$ cat src/rtl/ihex_record_tx.sv
`default_nettype none
// ============================================================================
// ihex_record_tx : buffers payload bytes, then serialises one Intel HEX record
// (":LLAAAATT<data>CC" CR LF) character by character into a uart_tx port.
// Revision: 1.0
// ============================================================================
module ihex_record_tx #(
  parameter int MAX_LEN = 16,
  parameter int CW      = $clog2(MAX_LEN + 1)
) (
  input  logic          i_clk,
  input  logic          i_rst_n,
  input  logic          i_wr,
  input  logic [7:0]    i_wr_data,
  output logic [CW-1:0] o_count,
  output logic          o_full,
  input  logic          i_start,
  input  logic [15:0]   i_addr,
  input  logic [7:0]    i_type,
  output logic          o_busy,
  output logic          o_done,
  output logic [7:0]    o_tx_data,
  output logic          o_tx_stb,
  input  logic          i_tx_busy
);
  localparam int AW = (MAX_LEN > 1) ? $clog2(MAX_LEN) : 1;

  typedef enum logic [3:0] {
    S_IDLE, S_COLON, S_LEN, S_ADDR, S_TYPE, S_DATA, S_CSUM, S_CR, S_LF
  } state_t;

  state_t        state_q, state_d;
  logic          nib_q, nib_d;
  logic [1:0]    aidx_q, aidx_d;
  logic [7:0]    bidx_q, bidx_d;
  logic [15:0]   addr_q, addr_d;
  logic [7:0]    type_q, type_d;
  logic [7:0]    len_q, len_d;
  logic [7:0]    csum_q, csum_d;
  logic [CW-1:0] count_q, count_d;
  logic          full_q, full_d;
  logic          busy_q, busy_d;
  logic          done_q, done_d;
  logic          tx_stb_q, tx_stb_d;
  logic [7:0]    tx_data_q, tx_data_d;
  logic          mem_we;
  logic          can_send;
  logic [7:0]    data_byte;
  logic [7:0]    cc;
  logic [7:0]    mem_q [MAX_LEN];

  function automatic logic [7:0] hex_char(input logic [3:0] n);
    return (n < 4'd10) ? {4'h3, n} : (8'h37 + {4'h0, n});
  endfunction

  assign data_byte = mem_q[bidx_q[AW-1:0]];
  assign cc        = 8'h00 - csum_q;

  always_comb begin
    state_d   = state_q;
    nib_d     = nib_q;
    aidx_d    = aidx_q;
    bidx_d    = bidx_q;
    addr_d    = addr_q;
    type_d    = type_q;
    len_d     = len_q;
    csum_d    = csum_q;
    count_d   = count_q;
    busy_d    = busy_q;
    done_d    = 1'b0;
    tx_stb_d  = 1'b0;
    tx_data_d = tx_data_q;
    mem_we    = 1'b0;
    // The cycle right after a strobe is the guard cycle: uart_tx has not yet raised busy.
    can_send  = !i_tx_busy && !tx_stb_q;
    case (state_q)
      S_IDLE: begin
        if (i_start) begin
          addr_d  = i_addr;
          type_d  = i_type;
          len_d   = 8'(count_q);
          csum_d  = 8'h00;
          nib_d   = 1'b0;
          aidx_d  = 2'd0;
          bidx_d  = 8'd0;
          busy_d  = 1'b1;
          state_d = S_COLON;
        end else if (i_wr && !full_q) begin
          mem_we  = 1'b1;
          count_d = count_q + CW'(1);
        end
      end
      S_COLON: if (can_send) begin
        tx_stb_d  = 1'b1;
        tx_data_d = 8'h3A;
        state_d   = S_LEN;
      end
      S_LEN: if (can_send) begin
        tx_stb_d  = 1'b1;
        tx_data_d = hex_char(nib_q ? len_q[3:0] : len_q[7:4]);
        if (!nib_q) csum_d = csum_q + len_q;
        nib_d = !nib_q;
        if (nib_q) state_d = S_ADDR;
      end
      S_ADDR: if (can_send) begin
        tx_stb_d  = 1'b1;
        tx_data_d = hex_char(addr_q[{~aidx_q, 2'b00} +: 4]);
        // Even nibble indices start a byte: 0 -> addr[15:8], 2 -> addr[7:0].
        if (!aidx_q[0]) csum_d = csum_q + addr_q[{~aidx_q[1], 3'b000} +: 8];
        aidx_d = aidx_q + 2'd1;
        if (aidx_q == 2'd3) state_d = S_TYPE;
      end
      S_TYPE: if (can_send) begin
        tx_stb_d  = 1'b1;
        tx_data_d = hex_char(nib_q ? type_q[3:0] : type_q[7:4]);
        if (!nib_q) csum_d = csum_q + type_q;
        nib_d = !nib_q;
        if (nib_q) state_d = (len_q == 8'd0) ? S_CSUM : S_DATA;
      end
      S_DATA: if (can_send) begin
        tx_stb_d  = 1'b1;
        tx_data_d = hex_char(nib_q ? data_byte[3:0] : data_byte[7:4]);
        if (!nib_q) csum_d = csum_q + data_byte;
        nib_d = !nib_q;
        if (nib_q) begin
          bidx_d = bidx_q + 8'd1;
          if (bidx_q + 8'd1 == len_q) state_d = S_CSUM;
        end
      end
      S_CSUM: if (can_send) begin
        tx_stb_d  = 1'b1;
        tx_data_d = hex_char(nib_q ? cc[3:0] : cc[7:4]);
        nib_d = !nib_q;
        if (nib_q) state_d = S_CR;
      end
      S_CR: if (can_send) begin
        tx_stb_d  = 1'b1;
        tx_data_d = 8'h0D;
        state_d   = S_LF;
      end
      S_LF: begin
        // nib_q marks that LF has gone out; finish on the following cycle.
        if (nib_q) begin
          nib_d   = 1'b0;
          busy_d  = 1'b0;
          done_d  = 1'b1;
          count_d = '0;
          state_d = S_IDLE;
        end else if (can_send) begin
          tx_stb_d  = 1'b1;
          tx_data_d = 8'h0A;
          nib_d     = 1'b1;
        end
      end
      default: state_d = S_IDLE;
    endcase
    full_d = (count_d == CW'(MAX_LEN));
  end

  always_ff @(posedge i_clk or negedge i_rst_n) begin
    if (!i_rst_n) begin
      state_q   <= S_IDLE;
      nib_q     <= 1'b0;
      aidx_q    <= 2'd0;
      bidx_q    <= 8'd0;
      addr_q    <= 16'h0000;
      type_q    <= 8'h00;
      len_q     <= 8'h00;
      csum_q    <= 8'h00;
      count_q   <= '0;
      full_q    <= 1'b0;
      busy_q    <= 1'b0;
      done_q    <= 1'b0;
      tx_stb_q  <= 1'b0;
      tx_data_q <= 8'h00;
    end else begin
      state_q   <= state_d;
      nib_q     <= nib_d;
      aidx_q    <= aidx_d;
      bidx_q    <= bidx_d;
      addr_q    <= addr_d;
      type_q    <= type_d;
      len_q     <= len_d;
      csum_q    <= csum_d;
      count_q   <= count_d;
      full_q    <= full_d;
      busy_q    <= busy_d;
      done_q    <= done_d;
      tx_stb_q  <= tx_stb_d;
      tx_data_q <= tx_data_d;
    end
  end

  always_ff @(posedge i_clk) begin
    if (mem_we) mem_q[count_q[AW-1:0]] <= i_wr_data;
  end

  assign o_count   = count_q;
  assign o_full    = full_q;
  assign o_busy    = busy_q;
  assign o_done    = done_q;
  assign o_tx_stb  = tx_stb_q;
  assign o_tx_data = tx_data_q;

endmodule
`default_nettype wire

$ cat config.mk
export PLATFORM = sky130hd
export DESIGN_NAME = ihex_record_tx
export DESIGN_NICKNAME = d
export VERILOG_FILES = /design/src/rtl/ihex_record_tx.sv
export SDC_FILE = /design/constraint.sdc
export NUM_CORES = 1
export LEC_CHECK = 0
export BUFFER_PORTS_ARGS = -buffer_cell sky130_fd_sc_hd__buf_2
export CORE_ASPECT_RATIO = 2
export CORE_MARGIN = 1.5
export CORE_UTILIZATION = 35
export DETAILED_ROUTE_END_ITERATION = 8
export GPL_TIMING_DRIVEN = 0
export RECOVER_POWER = 25
export SETUP_SLACK_MARGIN = 0.3
export SYNTH_ARGS = -nofsm -noshare
export SYNTH_HDL_FRONTEND = slang
export SYNTH_SLANG_ARGS = --single-unit
$ cat constraint.sdc
create_clock -name i_clk -period 3.7 [get_ports i_clk]
set_input_delay 1.11 -clock i_clk [delete_from_list [all_inputs] [get_ports i_clk]]
set_output_delay 1.11 -clock i_clk [all_outputs]
set_load 0.05 [all_outputs]
==> impl_metrics.prom, run 1 <==
# TYPE chip_impl_metric gauge
chip_impl_info{name="run_status",value="finished with violations"} 1
chip_impl_info{name="violations",value="capacitance limit, slew limit"} 1
chip_impl_metric{name="worst_slew_margin_rel",unit=""} -0.1514
chip_impl_metric{name="synthCells",unit=""} 752
chip_impl_metric{name="net_count_reported_at_finish",unit=""} 904
chip_impl_metric{name="final_critical_path_setup_slack",unit="ps"} 375.2
chip_impl_metric{name="power.static_leakage",unit="nW"} 4.246
chip_impl_metric{name="ant_nets",unit=""} 0
chip_impl_metric{name="area_growth_syn_to_layout",unit="%"} 17.03
chip_impl_metric{name="worst_skew_pair.late_latency",unit="ps"} 470
chip_impl_metric{name="route.vias.total",unit=""} 6711
chip_impl_metric{name="non_filler_instance_count_after_layout",unit=""} 1212
chip_impl_metric{name="yosys.cell_types.count",unit=""} 71
chip_impl_metric{name="worstMarginPinSlew",unit="ps"} 1727
chip_impl_metric{name="post_detailed_routing_wire_length",unit="µm"} 27170
chip_impl_metric{name="final-setup-viol-count",unit=""} 0
chip_impl_metric{name="arrival",unit="ps"} 3680
chip_impl_metric{name="final-max-slew-violation-count",unit=""} 67
chip_impl_metric{name="clkSinkCount",unit=""} 196
chip_impl_info{name="synth_common_cells",value="sky130_fd_sc_hd__edfxtp_1, sky130_fd_sc_hd__dfrtp_1, sky130_fd_sc_hd__o21ai_0"} 1
chip_impl_metric{name="crit_required",unit="ps"} 4050
chip_impl_metric{name="fin_tns_setup",unit="ps"} 0
chip_impl_metric{name="drt-initial-drc-count",unit=""} 463
chip_impl_info{name="setup_repair_after_global_routing_missed_its_margin",value="true"} 1
chip_impl_metric{name="place.gp.congestion",unit=""} 0.9418
chip_impl_metric{name="synthesis.area",unit="mm²"} 0.009881
chip_impl_metric{name="global_route.usage.total",unit=""} 0.1944
chip_impl_metric{name="drt-wirelength-per-cell",unit="µm"} 22.42
chip_impl_info{name="timing.critical_path.to_type",value="flop"} 1
chip_impl_metric{name="area_inside_the_core_boundary",unit="mm²"} 0.02765
chip_impl_metric{name="synthesized_nets",unit=""} 809
chip_impl_metric{name="grt_antenna_before_repair",unit=""} 0
chip_impl_metric{name="die_y_extent",unit="µm"} 240.6
chip_impl_info{name="ys_dominant_reg_cell",value="sky130_fd_sc_hd__edfxtp_1"} 1
chip_impl_metric{name="hpwlAfterDp",unit="µm"} 20710
chip_impl_metric{name="async_reset_ff_frac",unit=""} 0.3469
chip_impl_metric{name="path_clk_slew",unit="ps"} 80
chip_impl_info{name="crit_path_leading_delay_family",value="compound AO/OA/AOI/OAI gates"} 1
chip_impl_metric{name="power.density",unit="mW/mm²"} 811.0
chip_impl_metric{name="fin_crit",unit="ps"} 3325
chip_impl_metric{name="fmaxAchievable",unit="GHz"} 0.3008
chip_impl_metric{name="final_min_period_over_clock_period",unit=""} 0.8986
chip_impl_info{name="synth_area_leader_cell",value="sky130_fd_sc_hd__edfxtp_1"} 1
chip_impl_metric{name="place.port_buffers",unit=""} 52
chip_impl_info{name="count_leader_synth",value="sky130_fd_sc_hd__edfxtp_1"} 1
chip_impl_metric{name="max_vdd_drop",unit="mV"} 0.4149
chip_impl_metric{name="initial_standard_cell_utilization_of_the_core",unit=""} 0.3573
chip_impl_metric{name="synth-edff-count",unit=""} 128
chip_impl_metric{name="max_fo_critical_path",unit=""} 10
chip_impl_metric{name="critPathMaxStageDelay",unit="ps"} 590
chip_impl_info{name="cts-root-buf",value="sky130_fd_sc_hd__clkbuf_16"} 1
chip_impl_metric{name="synth.avg_cell_area",unit="µm²"} 13.14
chip_impl_metric{name="grt_pass1_vias",unit=""} 6793
chip_impl_metric{name="floorplan.die.width",unit="µm"} 121.8
chip_impl_info{name="timing.critical_path.slowest_stage_cell",value="sky130_fd_sc_hd__a222oi_1"} 1
chip_impl_metric{name="ios",unit=""} 54
chip_impl_metric{name="timing_hold_violations_final",unit=""} 0
chip_impl_metric{name="drt-pass1-iter-count",unit=""} 7
chip_impl_metric{name="r2r_slack",unit="ps"} 380
chip_impl_metric{name="place_worst_setup_slack",unit="ps"} -506.8
chip_impl_metric{name="rows",unit=""} 86
chip_impl_metric{name="htree_levels",unit=""} 4
chip_impl_metric{name="portion_of_the_post_synthesis_area_used_by_sequential_elements",unit=""} 0.5612
chip_impl_metric{name="gr-total-overflow",unit=""} 0
chip_impl_metric{name="die_area",unit="mm²"} 0.02931
chip_impl_metric{name="fillCellCount",unit=""} 2551
chip_impl_metric{name="share_of_post_route_cells_with_drive_strength_above_1",unit=""} 0.2756
chip_impl_info{name="crit_chain",value="buf_6 -> buf_4 -> o21ai_1 -> nand2b_1 -> buf_4 -> a222oi_1 -> o21ai_4 -> ha_2 -> inv_1 -> fa_1 -> nor2b_1 -> o21ai_1 -> nand2b_1 -> a21o_1 -> a21oi_2 -> xor2_1 -> o21ai_0"} 1
chip_impl_metric{name="drv.max_cap_violation_count",unit=""} 1
chip_impl_metric{name="yosys_warnings",unit=""} 0
chip_impl_info{name="netlist_top_cells_area",value="sky130_fd_sc_hd__edfxtp_1, sky130_fd_sc_hd__dfrtp_1, sky130_fd_sc_hd__mux4_2"} 1
chip_impl_metric{name="clock-skew-final",unit="ps"} 13.50
chip_impl_info{name="cts_tree",value="yes"} 1
chip_impl_metric{name="clock_tree.buffer_depth",unit=""} 2
chip_impl_metric{name="synth-seq-cells",unit=""} 196
chip_impl_metric{name="post_drt_via_cell_ratio",unit=""} 5.537
chip_impl_metric{name="dp.cells",unit=""} 1165
chip_impl_metric{name="critical_path.n_buffers_inverters",unit=""} 4
chip_impl_metric{name="grt_pass1_wl",unit="µm"} 40710
chip_impl_metric{name="largest_net_degree_at_the_start_of_global_routing",unit=""} 67
chip_impl_metric{name="synthDominantCellAreaShare",unit=""} 0.3890
chip_impl_info{name="worstSetupStartpointType",value="flop"} 1
chip_impl_info{name="hold_path_class",value="input pin to async pin"} 1
chip_impl_info{name="timing_worst_setup_path_type",value="flop to flop"} 1
chip_impl_metric{name="cts_made_buffers",unit=""} 17
chip_impl_metric{name="insertedDiodeCount",unit=""} 0
chip_impl_metric{name="post-route-drc-count",unit=""} 0
[through the flow]
| stage | hold WS [ps] | instance area, µm² | power [W] | utilization |
|---|---|---|---|---|
| after global placement | 482.9 | 10580 | 0.007093 | 0.3826 |
| after floorplan | 468.4 | 9881 | 0.005924 | - |
| after detailed placement | 489.4 | 10730 | 0.007140 | 0.3879 |
| final | 430.1 | 11560 | 0.009378 | 0.4182 |
| after CTS | 407.3 | 11440 | 0.009198 | 0.4136 |
| after global routing | 430.4 | 11560 | 0.009899 | 0.4182 |
[timing repair]
| item | CTS | global route |
|---|---|---|
| hold buffers | 0 | 0 |
| pin swaps | 1 | 13 |
| buffers inserted | 4 | 11 |
| endpoints found under the setup margin | 12 | 14 |
| resized for setup | 41 | 34 |
[layout by cell type, fill, tap and decap left out, types with 6 or more instances in the layout]
| master | instances |
|---|---|
| sky130_fd_sc_hd__a21oi_1 | 32 |
| sky130_fd_sc_hd__a222oi_1 | 6 |
| sky130_fd_sc_hd__a22o_1 | 9 |
| sky130_fd_sc_hd__and2_1 | 8 |
| sky130_fd_sc_hd__buf_2 | 51 |
| sky130_fd_sc_hd__buf_4 | 28 |
| sky130_fd_sc_hd__buf_6 | 6 |
| sky130_fd_sc_hd__clkbuf_1 | 23 |
| sky130_fd_sc_hd__clkbuf_16 | 17 |
| sky130_fd_sc_hd__clkbuf_2 | 7 |
| sky130_fd_sc_hd__dfrtp_1 | 68 |
| sky130_fd_sc_hd__edfxtp_1 | 128 |
| sky130_fd_sc_hd__ha_1 | 18 |
| sky130_fd_sc_hd__inv_1 | 20 |
| sky130_fd_sc_hd__inv_6 | 7 |
| sky130_fd_sc_hd__mux2_2 | 45 |
| sky130_fd_sc_hd__mux2i_1 | 22 |
| sky130_fd_sc_hd__mux4_1 | 7 |
| sky130_fd_sc_hd__mux4_2 | 28 |
| sky130_fd_sc_hd__nand2_1 | 44 |
| sky130_fd_sc_hd__nand2b_1 | 8 |
| sky130_fd_sc_hd__nand3_1 | 10 |
| sky130_fd_sc_hd__nand4_1 | 6 |
| sky130_fd_sc_hd__nor2_1 | 31 |
| sky130_fd_sc_hd__nor2b_1 | 8 |
| sky130_fd_sc_hd__nor3_1 | 14 |
| sky130_fd_sc_hd__nor3b_1 | 8 |
| sky130_fd_sc_hd__nor4_2 | 6 |
| sky130_fd_sc_hd__o211ai_1 | 6 |
| sky130_fd_sc_hd__o21ai_0 | 43 |
| sky130_fd_sc_hd__o21ai_1 | 10 |
| sky130_fd_sc_hd__o31ai_1 | 8 |
| sky130_fd_sc_hd__xnor2_1 | 11 |
| sky130_fd_sc_hd__xor2_1 | 11 |
[registers in the layout, indices dropped and copies added (netlist names)]
register,cells
o_count,5
aidx_q,2
mem_q,128
type_q,8
state_q,4
csum_q,8
o_tx_data,7
o_done,1
bidx_q,8
len_q,5
nib_q,1
o_tx_stb,1
addr_q,16
o_busy,1
o_full,1
[kinds of logic after synthesis]
group	count (synthesis)	synth area share
xor gates and xnor gates	22	0.01950
and+or+nand+nor	175	0.09181
DFF	196	0.5612
other	1	0.0003795
adders and majority gates	20	0.02609
muxes	103	0.1578
buffers and inverters	66	0.02887
AOI/OAI and AO/OA	169	0.1143
[report_power, final]
part           internal [W]  switching [W]  leakage, nW  total (W)
sequential          0.00262       0.000226         1.98    0.00285
clock              0.000962       0.000913        0.283    0.00188
combinational       0.00196        0.00269         1.99    0.00466
total               0.00555        0.00383         4.25    0.00938
[worst reg2reg max path: cells and delay by family (launching register included)]
family	cells	cell delay, ps
AO/OA/AOI/OAI	7	1420
buffers and inverters	4	550
adder cells (fa/ha/maj)	2	410
flip-flops	1	400
AND/OR/NAND/NOR	3	290
XOR/XNOR	1	140
[worst paths after layout]
path / startpoint / endpoint / depth (start not counted)
max in group asynchronous: i_rst_n / bidx_q[0] / 2
hold reg to reg: addr_q[0] / addr_q[0] / 1
hold / removal: i_rst_n / csum_q[5] / 1
setup reg to reg: state_q[2] / csum_q[6] / 17
min in group i_clk: addr_q[0] / addr_q[0] / 1
setup / recovery: state_q[2] / csum_q[6] / 17
[metal layers]
layer / track usage / routed length (µm)
met1: 0.1738 / 8574
met2: 0.3893 / 16340
met3: 0.03284 / 846
met4: 0.1173 / 1417
met5: 0 / 0
[layout make-up]
cell class              instances  area [µm²]  share of cell area
clock buffers                  18       429.2             0.03711
flip-flops and latches        196        5545              0.4795
repair buffers                 76       432.9             0.03744
well taps                     352       440.4             0.03809
inverters                      22       82.58            0.007141
clock inverters                14       161.4             0.01396
plain buffers                  44       307.8             0.02662
multi-input cells             490        4164              0.3601
(Power assumes the default switching activity.)
==> run 2, diff against run 1 <==
==> constraint.sdc (replaced) <==
create_clock -name i_clk -period 3.8 [get_ports i_clk]
set_input_delay 1.14 -clock i_clk [delete_from_list [all_inputs] [get_ports i_clk]]
set_output_delay 1.14 -clock i_clk [all_outputs]
set_load 0.05 [all_outputs]
==> run 2 against run 1 <==
Net effect:
- the flow still finishes with violations (capacitance limit, slew limit)
- wire length decreased by 0.40%
- sequential share of layout area increased by 0.073 points
- first-iteration DRC count decreased by 4.5%
- setup slack improved by 36 ps
- maximum frequency decreased by 1.9%
- clock-buffer cell count unchanged
- clock skew decreased by 0.57 ps
- global-route usage decreased by 0.14 points
==> impl_metrics.prom, run 2 (same netlist as run 1, synthesis figures left out) <==
# TYPE chip_impl_metric gauge
chip_impl_info{name="run_status",value="finished with violations"} 1
chip_impl_info{name="violations",value="capacitance limit, slew limit"} 1
chip_impl_metric{name="drt-initial-drc-count",unit=""} 442
chip_impl_metric{name="critical_path.n_buffers_inverters",unit=""} 4
chip_impl_metric{name="max_fo_critical_path",unit=""} 10
chip_impl_metric{name="grt_pass1_vias",unit=""} 6767
chip_impl_metric{name="rows",unit=""} 86
chip_impl_metric{name="worstMarginPinSlew",unit="ps"} 1738
chip_impl_metric{name="final-max-slew-violation-count",unit=""} 67
chip_impl_info{name="crit_path_leading_delay_family",value="compound AO/OA/AOI/OAI gates"} 1
chip_impl_metric{name="route.vias.total",unit=""} 6740
chip_impl_metric{name="fin_crit",unit="ps"} 3389
chip_impl_metric{name="initial_standard_cell_utilization_of_the_core",unit=""} 0.3573
chip_impl_metric{name="area_growth_syn_to_layout",unit="%"} 16.88
chip_impl_metric{name="post-layout-total-power",unit="W"} 0.009101
chip_impl_metric{name="timing_hold_violations_final",unit=""} 0
chip_impl_info{name="crit_end",value="csum_q[6]"} 1
chip_impl_metric{name="grt_antenna_before_repair",unit=""} 0
chip_impl_info{name="timing.critical_path.slowest_stage_cell",value="sky130_fd_sc_hd__a222oi_1"} 1
chip_impl_metric{name="floorplan.die.width",unit="µm"} 121.8
chip_impl_metric{name="final-setup-viol-count",unit=""} 0
chip_impl_info{name="worst_setup_path_startpoint",value="state_q[2]"} 1
chip_impl_metric{name="total_switching_power",unit="W"} 0.003712
chip_impl_metric{name="critPathMaxStageDelay",unit="ps"} 590
chip_impl_metric{name="post-route-drc-count",unit=""} 0
chip_impl_metric{name="share_comb_of_total_power",unit=""} 0.494
chip_impl_info{name="r2r_end",value="csum_q[6]"} 1
chip_impl_metric{name="intPower",unit="W"} 0.005390
chip_impl_metric{name="worst_skew_pair.late_latency",unit="ps"} 460
chip_impl_metric{name="power.density",unit="mW/mm²"} 788.1
chip_impl_info{name="timing.critical_path.to_type",value="flop"} 1
chip_impl_metric{name="clkSinkCount",unit=""} 196
chip_impl_metric{name="die_area",unit="mm²"} 0.02931
chip_impl_metric{name="global_route.usage.total",unit=""} 0.1930
chip_impl_metric{name="post_detailed_routing_wire_length",unit="µm"} 27060
chip_impl_metric{name="area_inside_the_core_boundary",unit="mm²"} 0.02765
chip_impl_metric{name="largest_net_degree_at_the_start_of_global_routing",unit=""} 67
chip_impl_metric{name="final_min_period_over_clock_period",unit=""} 0.8918
chip_impl_metric{name="dp.cells",unit=""} 1165
chip_impl_info{name="cts_tree",value="yes"} 1
chip_impl_metric{name="non_filler_instance_count_after_layout",unit=""} 1211
chip_impl_metric{name="ios",unit=""} 54
chip_impl_info{name="timing_worst_setup_path_type",value="flop to flop"} 1
chip_impl_metric{name="hpwlAfterDp",unit="µm"} 20710
chip_impl_metric{name="drt-pass1-iter-count",unit=""} 9
chip_impl_metric{name="arrival",unit="ps"} 3740
chip_impl_info{name="crit_chain",value="buf_6 -> buf_4 -> o21ai_1 -> nand2b_1 -> buf_4 -> a222oi_1 -> o21ai_4 -> ha_2 -> inv_1 -> fa_1 -> nor2b_1 -> o21ai_1 -> nand2b_1 -> a21o_1 -> a21oi_1 -> xor2_1 -> o21ai_0"} 1
chip_impl_metric{name="drt-wirelength-per-cell",unit="µm"} 22.35
chip_impl_metric{name="place.port_buffers",unit=""} 52
chip_impl_info{name="hold_path_class",value="input pin to async pin"} 1
chip_impl_metric{name="timing.reg2reg.worst_path_depth",unit=""} 17
chip_impl_metric{name="grt_pass1_wl",unit="µm"} 40360
chip_impl_info{name="worstSetupStartpointType",value="flop"} 1
chip_impl_info{name="layout.cells.most_common",value="sky130_fd_sc_hd__edfxtp_1"} 1
chip_impl_metric{name="share_of_post_route_cells_with_drive_strength_above_1",unit=""} 0.2701
chip_impl_metric{name="largest_reg_flops",unit=""} 128
chip_impl_info{name="reg2reg_from",value="state_q[2]"} 1
chip_impl_metric{name="worst_slew_margin_rel",unit=""} -0.1584
chip_impl_metric{name="die_y_extent",unit="µm"} 240.6
chip_impl_metric{name="critical_path_depth",unit=""} 17
chip_impl_metric{name="gr-total-overflow",unit=""} 0
chip_impl_metric{name="max_vdd_drop",unit="mV"} 0.4027
chip_impl_metric{name="post_drt_via_cell_ratio",unit=""} 5.566
chip_impl_metric{name="power.static_leakage",unit="nW"} 4.236
chip_impl_metric{name="insertedDiodeCount",unit=""} 0
chip_impl_metric{name="place.gp.congestion",unit=""} 0.9418
chip_impl_metric{name="path_clk_slew",unit="ps"} 80
chip_impl_metric{name="crit_required",unit="ps"} 4150
chip_impl_metric{name="sequentialPowerShare",unit=""} 0.306
chip_impl_metric{name="htree_levels",unit=""} 4
chip_impl_metric{name="clock_tree.buffer_depth",unit=""} 2
chip_impl_info{name="most-common-layout-cells",value="sky130_fd_sc_hd__edfxtp_1, sky130_fd_sc_hd__dfrtp_1, sky130_fd_sc_hd__buf_2, sky130_fd_sc_hd__o21ai_0, sky130_fd_sc_hd__mux2_2"} 1
chip_impl_metric{name="clk_pwr_share",unit=""} 0.201
chip_impl_metric{name="r2r_slack",unit="ps"} 410
chip_impl_metric{name="drv.max_cap_violation_count",unit=""} 1
chip_impl_metric{name="fmaxAchievable",unit="GHz"} 0.2951
chip_impl_metric{name="cts_made_buffers",unit=""} 17
chip_impl_metric{name="swShare",unit=""} 0.4078
chip_impl_info{name="cts-root-buf",value="sky130_fd_sc_hd__clkbuf_16"} 1
chip_impl_metric{name="post_cts_hold_buffer_count",unit=""} 0
chip_impl_metric{name="clock-skew-final",unit="ps"} 12.93
chip_impl_info{name="setup_repair_after_global_routing_missed_its_margin",value="false"} 1
chip_impl_metric{name="net_count_reported_at_finish",unit=""} 903
chip_impl_metric{name="hold_ws",unit="ps"} 462.1
chip_impl_metric{name="ant_nets",unit=""} 0
[run 2: power groups by stage]
stage          registers [W]  logic [W]  clock network (W)
2_1_floorplan        0.00290    0.00286                  0
3_3_place_gp         0.00281    0.00409                  0
3_5_place_dp         0.00282    0.00413                  0
4_1_cts              0.00278    0.00423            0.00187
5_1_grt              0.00283    0.00484            0.00194
6_report             0.00278    0.00449            0.00183
[run 2: routing by layer]
metal | vias up | share of wire | GRT usage
li1 | 3088 | - | -
met1 | 3391 | 0.32 | 0.1710
met2 | 183 | 0.59 | 0.3873
met3 | 78 | 0.030 | 0.03332
met4 | 0 | 0.057 | 0.1173
met5 | - | 0 | 0
[run 2: metrics by stage]
stage	instance area [µm²]	setup WS, ps	TNS (ps)	utilization
floorplan	9881	488.3	0	-
global placement	10580	-1048	-44940	0.3826
detailed placement	10730	-406.8	-2796	0.3879
CTS	11380	116.6	0	0.4115
global route	11550	259.7	0	0.4176
finish	11550	411.3	0	0.4176
[run 2: what timing repair did]
| action | CTS | global route |
|---|---|---|
| gates resized for setup | 26 | 50 |
| setup buffers | 0 | 14 |
| endpoints found under the setup margin | 9 | 7 |
| pin swaps | 1 | 9 |
| cloned | 0 | 0 |
[run 2: worst min-delay path by stage]
stage / start / end / depth (start not counted)
6_report: i_rst_n / csum_q[5] / 1
4_1_cts: i_rst_n / csum_q[5] / 1
3_3_place_gp: addr_q[9] / addr_q[9] / 1
3_5_place_dp: addr_q[5] / addr_q[5] / 1
5_1_grt: i_rst_n / csum_q[5] / 1
2_1_floorplan: bidx_q[7] / bidx_q[7] / 2
[run 2: layout make-up]
| class | instances | area (µm²) |
|---|---|---|
| inverter | 22 | 82.58 |
| tap | 352 | 440.4 |
| clock buffer | 18 | 429.2 |
| multi-input combinational | 490 | 4151 |
| buffer | 44 | 299.0 |
| fill | 2538 | 16110 |
| sequential | 196 | 5547 |
| timing repair buffer | 75 | 437.9 |
| clock inverter | 14 | 161.4 |
[run 2: worst reg2reg max path: stages (launching register included)]
cell                       delay [ps]
sky130_fd_sc_hd__dfrtp_2          450
sky130_fd_sc_hd__buf_6            160
sky130_fd_sc_hd__buf_4            170
sky130_fd_sc_hd__o21ai_1          140
sky130_fd_sc_hd__nand2b_1         130
sky130_fd_sc_hd__buf_4            170
sky130_fd_sc_hd__a222oi_1         590
sky130_fd_sc_hd__o21ai_4          150
sky130_fd_sc_hd__ha_2             220
sky130_fd_sc_hd__inv_1             60
sky130_fd_sc_hd__fa_1             200
sky130_fd_sc_hd__nor2b_1           60
sky130_fd_sc_hd__o21ai_1          120
sky130_fd_sc_hd__nand2b_1          90
sky130_fd_sc_hd__a21o_1           180
sky130_fd_sc_hd__a21oi_1          160
sky130_fd_sc_hd__xor2_1           150
sky130_fd_sc_hd__o21ai_0           80
==> run 3, diff against run 2 <==
--- a/config.mk
+++ b/config.mk
@@ -7,10 +7,10 @@
 export LEC_CHECK = 0
 export BUFFER_PORTS_ARGS = -buffer_cell sky130_fd_sc_hd__buf_2
 export CORE_ASPECT_RATIO = 2
-export CORE_MARGIN = 1.5
 export CORE_UTILIZATION = 35
 export DETAILED_ROUTE_END_ITERATION = 8
 export GPL_TIMING_DRIVEN = 0
+export PLACE_DENSITY_LB_ADDON = 0.2
 export RECOVER_POWER = 25
 export SETUP_SLACK_MARGIN = 0.3
 export SYNTH_ARGS = -nofsm -noshare
==> run 3 against run 2 <==
Net effect:
- setup slack worse by 71 ps
- clock-buffer cell count fell by 1
- the run still ends with capacitance limit, slew limit left
- power shrank 0.37%
- non-clock buffer count rose by 1
- largest power group unchanged
- final area about the same
- sequential power barely moved
- final cell count barely moved
- first-iteration DRC count decreased by 34%
- global-route usage rose by 1.3 points
==> impl_metrics.prom, run 3 (same netlist as run 1, synthesis figures left out) <==
# TYPE chip_impl_metric gauge
chip_impl_info{name="timing.critical_path.to_type",value="flop"} 1
chip_impl_metric{name="grt_pass1_wl",unit="µm"} 42090
chip_impl_metric{name="global_route.usage.total",unit=""} 0.2059
chip_impl_metric{name="power.static_leakage",unit="nW"} 4.230
chip_impl_metric{name="final_critical_path_setup_slack",unit="ps"} 340.0
chip_impl_metric{name="ant_nets",unit=""} 0
chip_impl_metric{name="power.density",unit="mW/mm²"} 785.3
chip_impl_metric{name="fin_crit",unit="ps"} 3460
chip_impl_metric{name="drt-pass1-iter-count",unit=""} 5
chip_impl_metric{name="total_switching_power",unit="W"} 0.003757
chip_impl_metric{name="fillCellCount",unit=""} 2599
chip_impl_metric{name="drv.max_cap_violation_count",unit=""} 1
chip_impl_metric{name="rows",unit=""} 86
chip_impl_metric{name="place_area",unit="mm²"} 0.01073
chip_impl_metric{name="post_cts_hold_buffer_count",unit=""} 0
chip_impl_metric{name="place.port_buffers",unit=""} 52
chip_impl_metric{name="hpwlAfterDp",unit="µm"} 21610
chip_impl_metric{name="timing.reg2reg.worst_path_depth",unit=""} 15
chip_impl_metric{name="final-max-slew-violation-count",unit=""} 66
chip_impl_metric{name="max_fo_critical_path",unit=""} 10
chip_impl_metric{name="place_worst_setup_slack",unit="ps"} -487.2
chip_impl_info{name="crit_path_leading_delay_family",value="compound AO/OA/AOI/OAI gates"} 1
chip_impl_metric{name="insertedDiodeCount",unit=""} 0
chip_impl_metric{name="post_drt_via_cell_ratio",unit=""} 5.527
chip_impl_metric{name="share_of_post_route_cells_with_drive_strength_above_1",unit=""} 0.2802
chip_impl_metric{name="die_area",unit="mm²"} 0.02895
chip_impl_metric{name="clock_tree.buffer_depth",unit=""} 2
chip_impl_info{name="worstSetupStartpointType",value="flop"} 1
chip_impl_info{name="most-common-layout-cells",value="sky130_fd_sc_hd__edfxtp_1, sky130_fd_sc_hd__dfrtp_1, sky130_fd_sc_hd__buf_2, sky130_fd_sc_hd__mux2_2"} 1
chip_impl_info{name="timing_worst_setup_path_type",value="flop to flop"} 1
chip_impl_metric{name="cts_made_buffers",unit=""} 17
chip_impl_metric{name="post-layout-total-power",unit="W"} 0.009068
chip_impl_metric{name="area_inside_the_core_boundary",unit="mm²"} 0.02765
chip_impl_metric{name="largest_reg_flops",unit=""} 128
chip_impl_metric{name="die_y_extent",unit="µm"} 239.6
chip_impl_metric{name="worstMarginPinSlew",unit="ps"} 1715
chip_impl_metric{name="htree_levels",unit=""} 4
chip_impl_metric{name="dp.cells",unit=""} 1166
chip_impl_metric{name="drt-initial-drc-count",unit=""} 290
chip_impl_info{name="cts-root-buf",value="sky130_fd_sc_hd__clkbuf_16"} 1
chip_impl_info{name="run_status",value="finished with violations"} 1
chip_impl_metric{name="critical_path_depth",unit=""} 15
chip_impl_info{name="violations",value="capacitance limit, slew limit"} 1
chip_impl_metric{name="path_clk_slew",unit="ps"} 80
chip_impl_metric{name="fin_area",unit="mm²"} 0.01155
chip_impl_metric{name="final_min_period_over_clock_period",unit=""} 0.9105
chip_impl_metric{name="share_comb_of_total_power",unit=""} 0.502
chip_impl_metric{name="route.vias.total",unit=""} 6699
chip_impl_metric{name="worst_slew_margin_rel",unit=""} -0.1434
chip_impl_info{name="setup_repair_after_global_routing_missed_its_margin",value="true"} 1
chip_impl_metric{name="non_filler_instance_count_after_layout",unit=""} 1212
chip_impl_metric{name="net_count_reported_at_finish",unit=""} 904
chip_impl_metric{name="clkSinkCount",unit=""} 196
chip_impl_metric{name="swShare",unit=""} 0.4143
chip_impl_metric{name="max_vdd_drop",unit="mV"} 0.4001
chip_impl_metric{name="place.gp.congestion",unit=""} 0.9144
chip_impl_metric{name="timing_hold_violations_final",unit=""} 0
chip_impl_metric{name="drt-wirelength-per-cell",unit="µm"} 23.42
chip_impl_metric{name="clk_pwr_share",unit=""} 0.189
chip_impl_metric{name="arrival",unit="ps"} 3800
chip_impl_metric{name="fmaxAchievable",unit="GHz"} 0.2890
chip_impl_metric{name="clock-skew-final",unit="ps"} 13.22
chip_impl_info{name="hold_path_class",value="input pin to async pin"} 1
chip_impl_metric{name="fin_tns_setup",unit="ps"} 0
chip_impl_metric{name="post_detailed_routing_wire_length",unit="µm"} 28380
chip_impl_metric{name="critPathMaxStageDelay",unit="ps"} 610
chip_impl_metric{name="gr-total-overflow",unit=""} 0
chip_impl_metric{name="grt_pass1_vias",unit=""} 7033
chip_impl_metric{name="ios",unit=""} 54
chip_impl_info{name="crit_chain",value="buf_6 -> buf_6 -> o21ai_2 -> nand2b_1 -> buf_4 -> a222oi_1 -> o21ai_2 -> ha_1 -> a21o_1 -> a211oi_2 -> o21ai_1 -> o211ai_1 -> xnor2_1 -> a21oi_1 -> o22ai_1"} 1
chip_impl_info{name="timing.critical_path.slowest_stage_cell",value="sky130_fd_sc_hd__a222oi_1"} 1
chip_impl_metric{name="floorplan.die.width",unit="µm"} 120.8
chip_impl_metric{name="intPower",unit="W"} 0.005311
chip_impl_metric{name="post-route-drc-count",unit=""} 0
chip_impl_metric{name="worst_skew_pair.late_latency",unit="ps"} 460
chip_impl_info{name="layout.cells.most_common",value="sky130_fd_sc_hd__edfxtp_1"} 1
chip_impl_metric{name="largest_net_degree_at_the_start_of_global_routing",unit=""} 66
chip_impl_metric{name="initial_standard_cell_utilization_of_the_core",unit=""} 0.3573
chip_impl_metric{name="area_growth_syn_to_layout",unit="%"} 16.87
chip_impl_metric{name="critical_path.n_buffers_inverters",unit=""} 3
chip_impl_metric{name="final-setup-viol-count",unit=""} 0
chip_impl_metric{name="sequentialPowerShare",unit=""} 0.309
chip_impl_info{name="cts_tree",value="yes"} 1
chip_impl_metric{name="grt_antenna_before_repair",unit=""} 0
chip_impl_metric{name="crit_required",unit="ps"} 4140
run 3: area by class of cell:
type | count | area, µm² | area share
inverter | 22 | 82.58 | 0.007151
multi-input combinational | 490 | 4178 | 0.3618
clock inverter | 15 | 122.6 | 0.01062
buffer | 44 | 320.3 | 0.02774
sequential | 196 | 5545 | 0.4802
timing repair buffer | 76 | 432.9 | 0.03749
clock buffer | 17 | 425.4 | 0.03684
tap | 352 | 440.4 | 0.03814
run 3: power groups by stage:
stage | sequential [W] | combinational, W | clock, W
floorplan | 0.00290 | 0.00286 | 0
CTS | 0.00280 | 0.00434 | 0.00176
finish | 0.00280 | 0.00455 | 0.00171
global placement | 0.00284 | 0.00415 | 0
detailed placement | 0.00285 | 0.00420 | 0
global route | 0.00283 | 0.00491 | 0.00182
run 3: path summary, 6_finish.rpt:
kind | slack, ps | startpoint | to
hold / removal | 490 | i_rst_n | csum_q[2]
max in group asynchronous | 1400 | i_rst_n | len_q[1]
setup reg to reg | 340 | state_q[2] | csum_q[7]
hold reg to reg | 500 | addr_q[12] | addr_q[12]
min in group i_clk | 500 | addr_q[12] | addr_q[12]
setup / recovery | 340 | state_q[2] | csum_q[7]
run 3: what timing repair did:
item / in CTS / in global routing
buffers inserted: 2 / 12
setup endpoints to repair: 13 / 7
gates resized for setup: 38 / 51
hold endpoints to repair: 0 / 0
pin swaps: 5 / 8
run 3: routing by layer:
layer,GRT usage,share of wire
met5,0,0
met4,0.1571,0.069
met3,0.03238,0.027
met2,0.4011,0.58
met1,0.1833,0.33
run 3: metrics by stage:
step / util / hold slack (ps)
CTS: 0.4117 / 446.9
finish: 0.4176 / 486.6
global placement: 0.3826 / 483.5
global route: 0.4176 / 496.1
detailed placement: 0.3882 / 491.6
floorplan: - / 468.4
